===== src/rtl/rotor_refresh_sequencer_if.sv =====
// rotor_refresh_sequencer_if: move-request valid/ready handshake between a cell controller and the rotor sequencer.
interface rotor_refresh_sequencer_if #(
  parameter int IDX_W = 3
);
  logic             req_valid;
  logic             req_ready;
  logic [IDX_W-1:0] req_rotor;
  logic [7:0]       req_state;
  modport master (output req_valid, req_rotor, req_state, input req_ready);
  modport slave (input req_valid, req_rotor, req_state, output req_ready);
endinterface


===== src/rtl/rotor_refresh_sequencer.sv =====
// rotor_refresh_sequencer: one-at-a-time Braille rotor mover (LUT lookup, step/dir pulses, settle, commit); STATE_READBACK_EN adds rd_rotor/rd_state.
module rotor_refresh_sequencer #(
  parameter int         N_ROTORS    = 6,
  parameter int         IDX_W       = 3,
  parameter int         STEP_HI_CYC = 4,
  parameter int         STEP_LO_CYC = 4,
  parameter int         SETTLE_CYC  = 16,
  parameter logic [7:0] RESET_STATE = 8'hC0
) (
  input  logic                      clk,
  input  logic                      rst,
  rotor_refresh_sequencer_if.slave  req,
  output logic [7:0]                lut_current_state,
  output logic [7:0]                lut_next_state,
  input  logic [7:0]                lut_angle,
  output logic [IDX_W-1:0]          rotor_sel,
  output logic                      step,
  output logic                      dir,
  output logic                      busy,
  output logic                      done,
  output logic                      err
`ifdef STATE_READBACK_EN
  ,
  input  logic [IDX_W-1:0]          rd_rotor,
  output logic [7:0]                rd_state
`endif
);
  localparam int MAX_HL = STEP_HI_CYC > STEP_LO_CYC ? STEP_HI_CYC : STEP_LO_CYC;
  localparam int MAX_C  = MAX_HL > SETTLE_CYC ? MAX_HL : SETTLE_CYC;
  localparam int TMR_W  = $clog2(MAX_C + 1);
  typedef enum logic [2:0] {IDLE, LOOKUP, STEP_HI, STEP_LO, SETTLE, COMMIT} state_e;
  state_e           st_q;
  state_e           post_d;
  logic [7:0]       rot_q [N_ROTORS];
  logic [7:0]       cnt_q;
  logic [TMR_W-1:0] tmr_q;
  logic [7:0]       mag_d;
  logic             accept_d;
  logic             in_range_d;
  logic             cmt_d;
  assign req.req_ready = st_q == IDLE;
  assign busy = st_q != IDLE;
  always_comb begin
    accept_d   = req.req_valid && st_q == IDLE;
    in_range_d = int'(req.req_rotor) < N_ROTORS;
    mag_d      = lut_angle[7] ? -lut_angle : lut_angle;
    post_d     = SETTLE_CYC == 0 ? COMMIT : SETTLE;
    cmt_d      = (post_d == COMMIT && ((st_q == LOOKUP && mag_d == 8'd0) ||
                  (st_q == STEP_LO && tmr_q == '0 && cnt_q == 8'd1))) ||
                 (st_q == SETTLE && tmr_q == '0);
  end
  // The rotor state is written on entry to COMMIT so readback sees it right after COMMIT.
  always_ff @(posedge clk) begin
    if (rst) begin
      st_q              <= IDLE;
      cnt_q             <= 8'd0;
      tmr_q             <= '0;
      step              <= 1'b0;
      dir               <= 1'b0;
      done              <= 1'b0;
      err               <= 1'b0;
      rotor_sel         <= '0;
      lut_current_state <= 8'd0;
      lut_next_state    <= 8'd0;
      for (int i = 0; i < N_ROTORS; i++) rot_q[i] <= RESET_STATE;
    end else begin
      done <= 1'b0;
      err  <= 1'b0;
      case (st_q)
        IDLE: if (accept_d) begin
          if (in_range_d) begin
            st_q              <= LOOKUP;
            rotor_sel         <= req.req_rotor;
            lut_current_state <= rot_q[req.req_rotor];
            lut_next_state    <= req.req_state;
          end else err <= 1'b1;
        end
        LOOKUP: begin
          dir   <= lut_angle[7];
          cnt_q <= mag_d;
          if (mag_d != 8'd0) begin
            st_q  <= STEP_HI;
            step  <= 1'b1;
            tmr_q <= TMR_W'(STEP_HI_CYC - 1);
          end else begin
            st_q  <= post_d;
            tmr_q <= TMR_W'(SETTLE_CYC - 1);
          end
        end
        STEP_HI: if (tmr_q == '0) begin
          st_q  <= STEP_LO;
          step  <= 1'b0;
          tmr_q <= TMR_W'(STEP_LO_CYC - 1);
        end else tmr_q <= tmr_q - TMR_W'(1);
        STEP_LO: if (tmr_q == '0) begin
          cnt_q <= cnt_q - 8'd1;
          if (cnt_q == 8'd1) begin
            st_q  <= post_d;
            tmr_q <= TMR_W'(SETTLE_CYC - 1);
          end else begin
            st_q  <= STEP_HI;
            step  <= 1'b1;
            tmr_q <= TMR_W'(STEP_HI_CYC - 1);
          end
        end else tmr_q <= tmr_q - TMR_W'(1);
        SETTLE: if (tmr_q == '0) st_q <= COMMIT;
                else tmr_q <= tmr_q - TMR_W'(1);
        COMMIT: st_q <= IDLE;
        default: st_q <= IDLE;
      endcase
      if (cmt_d) begin
        rot_q[rotor_sel] <= lut_next_state;
        done             <= 1'b1;
      end
    end
  end
`ifdef STATE_READBACK_EN
  always_ff @(posedge clk)
    rd_state <= rst ? 8'h00 : (int'(rd_rotor) < N_ROTORS ? rot_q[rd_rotor] : 8'h00);
`endif
endmodule


===== src/flat_wrapper.sv =====
// flat-port wrapper written by rule: the top's interface ports become plain ports
module rotor_refresh_sequencer_flat 
#(
  parameter int         N_ROTORS    = 6,
  parameter int         IDX_W       = 3,
  parameter int         STEP_HI_CYC = 4,
  parameter int         STEP_LO_CYC = 4,
  parameter int         SETTLE_CYC  = 16,
  parameter logic [7:0] RESET_STATE = 8'hC0
)
  (clk, rst, lut_current_state, lut_next_state, lut_angle, rotor_sel, step, dir, busy, done, err, req_req_valid, req_req_rotor, req_req_state, req_req_ready);
  rotor_refresh_sequencer_if #(.IDX_W(IDX_W)) req_i ();
  input  logic clk;
  input  logic rst;
  output logic [7:0] lut_current_state;
  output logic [7:0] lut_next_state;
  input  logic [7:0] lut_angle;
  output logic [IDX_W-1:0] rotor_sel;
  output logic step;
  output logic dir;
  output logic busy;
  output logic done;
  output logic err;
  input wire logic [$bits(req_i.req_valid)-1:0] req_req_valid;
  input wire logic [$bits(req_i.req_rotor)-1:0] req_req_rotor;
  input wire logic [$bits(req_i.req_state)-1:0] req_req_state;
  output wire logic [$bits(req_i.req_ready)-1:0] req_req_ready;
  assign req_i.req_valid = req_req_valid;
  assign req_i.req_rotor = req_req_rotor;
  assign req_i.req_state = req_req_state;
  assign req_req_ready = req_i.req_ready;
  rotor_refresh_sequencer #(.N_ROTORS(N_ROTORS), .IDX_W(IDX_W), .STEP_HI_CYC(STEP_HI_CYC), .STEP_LO_CYC(STEP_LO_CYC), .SETTLE_CYC(SETTLE_CYC), .RESET_STATE(RESET_STATE)) u_core (.clk(clk), .rst(rst), .req(req_i), .lut_current_state(lut_current_state), .lut_next_state(lut_next_state), .lut_angle(lut_angle), .rotor_sel(rotor_sel), .step(step), .dir(dir), .busy(busy), .done(done), .err(err));
endmodule

===== config.mk =====
export PLATFORM = sky130hd
export DESIGN_NAME = rotor_refresh_sequencer_flat
export DESIGN_NICKNAME = d
export VERILOG_FILES = /design/src/rtl/rotor_refresh_sequencer_if.sv /design/src/rtl/rotor_refresh_sequencer.sv /design/src/flat_wrapper.sv
export SDC_FILE = /design/constraint.sdc
export NUM_CORES = 1
export LEC_CHECK = 0
export ABC_AREA = 0
export BUFFER_PORTS_ARGS = -buffer_cell sky130_fd_sc_hd__buf_2
export CORE_ASPECT_RATIO = 2
export CORE_MARGIN = 3
export CORE_UTILIZATION = 28
export DETAILED_ROUTE_END_ITERATION = 8
export GPL_TIMING_DRIVEN = 0
export PLACE_DENSITY = 0.42
export SYNTH_ARGS = -nofsm -noshare
export SYNTH_HDL_FRONTEND = slang
export SYNTH_SLANG_ARGS = --single-unit

===== constraint.sdc =====
create_clock -name clk -period 3 [get_ports clk]
set_clock_uncertainty 0.05 [all_clocks]
set_input_delay 0.3 -clock clk [delete_from_list [all_inputs] [get_ports clk]]
set_output_delay 0.3 -clock clk [all_outputs]
set_load 0.02 [all_outputs]

Word-level counts from Yosys, hierarchy flattened
Memories as Yosys holds them, arrays and structs flattened. A register that Yosys moved wholly into a read port is not among the register bits.
Cells that the tools add are included.
{ "word_totals": {"ff_bits": 31, "latchBits": 0, "ram_bits": 48, "mem_bits_ro": 0, "inputBits": 22, "out_inout_bits": 25, "word_cells": 76, "n_memories": 1} }
{ "op_classes": {"n_addsub": 3, "mul": 0, "div": 0, "magnitude_cmp": 1, "eq_ne": 13, "shifts": 0, "muxes": 31, "n_bitwise": 2, "n_reduce_logical": 16} }
{ "memory_table": {"columns": ["memory", "words", "width", "rd", "rd_clocked_by_memory_dff", "write_ports", "line", "rtl"], "rows": [
  ["u_core.rot_q", 6, 8, 1, 1, 6, "rotor_refresh_sequencer.sv:34", "logic [7:0] rot_q [N_ROTORS];"]
]} }
{ "ops": {"columns": ["cell", "n"], "rows": [
  ["$mux 3", 8],
  ["$mux 8", 3],
  ["$pmux 5 s4", 1],
  ["$pmux 8 s2", 1],
  ["$mux 5", 3],
  ["$pmux 3 s5", 1],
  ["$mux 1", 11],
  ["$reduce_and 5->1", 2],
  ["$eq 8x1->1 const B", 1],
  ["$mux 4", 2],
  ["$ne 2x1->1 const B", 4],
  ["$ne 2x2->1 const B", 4],
  ["$neg 8->8", 1],
  ["$reduce_bool 8->1", 1],
  ["$reduce_or 8->1", 1],
  ["$sub 8x1->8 const B", 1],
  ["$eq 3x2->1 const B", 2],
  ["$reduce_bool 3->1", 2],
  ["$logic_not 5->1", 1],
  ["$sub 5x1->5 const B", 1],
  ["$reduce_and 2->1", 2],
  ["$reduce_bool 4->1", 1],
  ["$eq 3x1->1 const B", 1],
  ["$eq 3x3->1 const B", 1],
  ["8 further kinds", 10]
]} }

Longest topological paths before layout
{ "logic_depth": {"ltp_word": 7, "ltp_mapped": 9, "mapped_depth_nobuf": 7} }

Worst setup path before layout
No wires, ideal clock.
{ "synth_timing": {"kind": "register to register", "start": "register u_core.tmr_q[0]", "end": "memory u_core.rot_q[2][0], enable pin", "setup_ns": 0.309, "arrival_time_ns": 1.779, "required_time_ns": 2.641, "slack_ns": 0.862, "path_stages_with_launch": 7, "n_path_buf": 0, "synth_period_minus_slack_ns": 2.138, "cell_sequence": "dfxtp_1 > inv_1 > ha_1 > nor4b_4 > nand2_2 > nor4_4 > or2_2"} }
{ "synth_rtl": {"columns": ["item", "line", "rtl"], "rows": [
  ["start: declaration", "rotor_refresh_sequencer.sv:36", "logic [TMR_W-1:0] tmr_q;"],
  ["start signal: assignment", "rotor_refresh_sequencer.sv:84", "tmr_q <= TMR_W'(STEP_HI_CYC - 1);"],
  ["start signal: assignment", "rotor_refresh_sequencer.sv:87", "tmr_q <= TMR_W'(SETTLE_CYC - 1);"],
  ["start signal: assignment", "rotor_refresh_sequencer.sv:93", "tmr_q <= TMR_W'(STEP_LO_CYC - 1);"],
  ["end: declaration", "rotor_refresh_sequencer.sv:34", null]
]} }

==> insert_results.sql <==
INSERT INTO impl_metrics (metric_group, metric, value, unit) VALUES
('status', 'outcome', 'complete, no violations', ''),
('timing', 'rsz_0062_raised_after_global_routing', 'false', ''),
('clocking', 'number_of_cts_inserted_buffers', '9', ''),
('die', 'die-height', '184', 'um'),
('clocking', 'htree_levels', '3', ''),
('grt', 'grt_total_usage', '16.3', '%'),
('grt', 'antenna_found_initial', '0', ''),
('grt', 'grt_pass1_vias', '3554', ''),
('power_and_ir_drop', 'p_leak', '1.94', 'nW'),
('detailed_routing', 'wire_per_inst', '19.7', 'um'),
('detailed_routing', 'route.detailed.drc', '0', ''),
('synth', 'synthesis.area', '4420', 'um^2'),
('synth', 'synth.top_cells.by_area', 'edfxtp_1 33%, dfxtp_1 18%, nand2_1 4.9%', ''),
('detailed_routing', 'ant_nets', '0', ''),
('die', 'io_pins', '47', ''),
('clocking', 'cts_max_path_buffers', '2', ''),
('synth', 'synthDistinctLibCells', '62', ''),
('finish', 'p_r_area_growth_vs_syn', '18.0', '%'),
('synth', 'netlist_instances', '428', ''),
('timing', 'timing.slew.headroom', '49.1', '%'),
('timing', 'clock.fmax', '403', 'MHz'),
('synth', 'synth.ff_latch_count', '87', ''),
('finish', 'final_core_utilization', '33.9', '%'),
('finish', 'sequential_cell_area', '2220', 'um^2'),
('clocking', 'post_cts_resize_count', '0', ''),
('critical_path', 'cp-end-kind', 'flop', ''),
('detailed_routing', 'route.vias.total', '3433', ''),
('power_and_ir_drop', 'design_power_total', '3.12', 'mW'),
('timing', 'setup_viol', '0', ''),
('critical_path', 'critical_path_arrival', '2.45', 'ns'),
('critical_path', 'worst_setup_sp_type', 'flop', ''),
('detailed_routing', 'wl', '13.5', 'mm'),
('synth', 'postSynth.topFlopCell', 'edfxtp_1', ''),
('critical_path', 'maximum_fanout_count_along_the_critical_path', '10', ''),
('clocking', 'cts-hold-fix-buffers', '0', ''),
('placed_design', 'count_of_buffers_inserted_at_the_top_level_ports', '45', ''),
('power_and_ir_drop', 'ir_worst_vdd', '0.241', 'mV'),
('die', 'floorplan.initialDensity', '28.7', '%'),
('detailed_routing', 'detail_route.iter0.violations', '167', ''),
('finish', 'multi_input_area', '2020', 'um^2'),
('clocking', 'cts-root-buf', 'clkbuf_16', ''),
('grt', 'grt_start_max_net_pins', '15', ''),
('clocking', 'worst_skew_pair.late_latency', '0.34', 'ns'),
('timing', 'final_count_of_hold_timing_violations', '0', ''),
('die', 'fp.coreArea', '15400', 'um^2'),
('placed_design', 'gpl.final_weighted_congestion', '0.797', ''),
('die', 'die_span_in_x', '94.8', 'um'),
('synth', 'async_reset_ff_share', '0', '%'),
('timing', 'worstMarginPinSlew', '0.763', 'ns'),
('critical_path', 'timing.critical_path.required', '2.97', 'ns'),
('job', 'cap_violations', '0', ''),
('power_and_ir_drop', 'power_density', '599', 'nW/um^2'),
('clocking', 'post_cts_repair_setup_buffers', '0', ''),
('timing', 'setup-tns-final', '0', 'ns'),
('synth', 'yosys.area.top_type_share', '32.6', '%'),
('timing', 'final-max-slew-violation-count', '0', ''),
('finish', 'most_common_cell_after_layout_fill_and_taps_aside', 'nand2_1', ''),
('timing', 'layout_worst_path_cycle_share', '82.8', '%'),
('hold_path', 'worstHoldPathType', 'input port to flop', ''),
('finish', 'post_route_cells_drive_above_1_share', '20.2', '%'),
('clocking', 'clk_pin_slew', '0.06', 'ns'),
('die', 'fp.dieArea', '17400', 'um^2'),
('synth', 'avgSynthCellArea', '10.3', 'um^2'),
('detailed_routing', 'firstDrtPassIters', '4', ''),
('clocking', 'clkSinkCount', '87', ''),
('critical_path', 'criticalPathCategory', 'flop to flop', ''),
('finish', 'diodes', '0', ''),
('finish', 'final_cell_mix', '58 x nand2_1, 51 x buf_2, 48 x edfxtp_1, 39 x dfxtp_1, 33 x a21oi_1', ''),
('synth', 'synth_enable_flop_cells', '48', ''),
('timing', 'finalCriticalPeriod', '2.48', 'ns'),
('grt', 'grt_first_pass_wirelength', '20.7', 'mm'),
('grt', 'globalRoute.totalOverflow', '0', ''),
('finish', 'n_fill_cell', '1646', ''),
('synth', 'synth_top_cell_by_area', 'edfxtp_1', ''),
('synth', 'yosysSeqAreaShare', '50.3', '%'),
('synth', 'synth-warning-count', '0', ''),
('detailed_routing', 'detail_route.vias_per_cell', '4.99', ''),
('placed_design', 'hpwl_after_dpl', '10.4', 'mm'),
('synth', 'synth_fp_nets', '454', ''),
('finish', 'nets', '511', ''),
('die', 'num_rows', '64', ''),
('clocking', 'tritoncts_clock_tree', 'yes', '');
==> synthesized netlist by cell type, drive strengths merged, types with 2 or more instances <==
cell type and number:
a2111oi 4, a211oi 4, a21oi 33, a22oi 2
a311oi 4, a31oi 4, and2 31, and3 7
buf 11, clkbuf 14, dfxtp 39, edfxtp 48
ha 4, inv 14, mux2i 8, mux4 8
nand2 60, nand2b 11, nand3 6, nand3b 2
nand4 2, nor2 33, nor2b 6, nor3 12
nor3b 3, nor4b 4, o21ai 8, o221a 2
o221ai 7, o22ai 10, or2 2, or3 2
xnor2 7
==> cell type report <==
class                   instances  share of cell area [%]
well taps                     198                    4.75
multi-input cells             302                    38.8
repair buffers                 46                    4.46
clock buffers                  15                    5.98
flip-flops and latches         87                    42.6
inverters                      14                    1.01
clock inverters                 1                  0.0960
plain buffers                  25                    2.30
==> registers in the layout (all words and copies together) (netlist names) <==
| register | flops |
|---|---|
| u_core.rot_q | 48 |
| u_core.cnt_q | 8 |
| u_core.lut_current_state | 8 |
| u_core.lut_next_state | 8 |
| u_core.tmr_q | 5 |
| u_core.rotor_sel | 3 |
| u_core.st_q | 3 |
| u_core.dir | 1 |
| u_core.done | 1 |
| u_core.err | 1 |
| u_core.step | 1 |
==> kinds of logic (layout without fill, tap and decap cells) <==
family                   count (synthesis)  count (layout)  synth area share (%)
AO/OA/AOI/OAI                           87              87                  13.3
XOR/XNOR                                 7               7                  1.39
adder cells (fa/ha/maj)                  4               4                  1.13
buffers and inverters                   39             101                  3.91
flip-flops                              87              87                  50.3
multiplexers                            17              17                  6.15
AND/OR/NAND/NOR                        187             187                  23.8
==> worst max-delay path, stage by stage (launching register included) <==
cell	delay (ns)
dfxtp_1	0.31
buf_2	0.20
nor3b_2	0.45
nand2_2	0.28
nor4_4	0.51
or2_2	0.35
==> where the power goes <==
group	switching (mW)	internal, mW
clock network	0.451	0.713
logic	0.355	0.219
registers	0.0686	1.32
==> through the flow <==
stage	hold slack [ns]	std cells	setup slack (ns)	area [um^2]
after detailed placement	0.399	671	0.0936	4890
after CTS	0.148	687	0.0643	5210
after floorplan	0.386	428	0.862	4420
after global routing	0.161	688	0.273	5210
after global placement	0.404	671	0.0779	4890
final	0.158	688	0.516	5210
==> routing by layer <==
layer | wire, um | part of all wire, % | global-route usage, %
met1 | 4590 | 34 | 15.5
met2 | 7930 | 59 | 32.1
met3 | 514 | 3.8 | 2.70
met4 | 507 | 3.7 | 8.16
met5 | 0 | 0 | 0
==> path summary, 6_finish.rpt <==
check / from / to / slack [ns] / cells after the start
hold / removal: req_req_state[2] / u_core.lut_next_state[2] / 0.16 / 3
setup reg to reg: u_core.st_q[2] / u_core.rot_q[2][2] / 0.52 / 5
hold reg to reg: u_core.dir / u_core.dir / 0.41 / 2
setup / recovery: u_core.st_q[2] / u_core.rot_q[2][2] / 0.52 / 5
No activity file was read; power rests on OpenSTA's default activity.
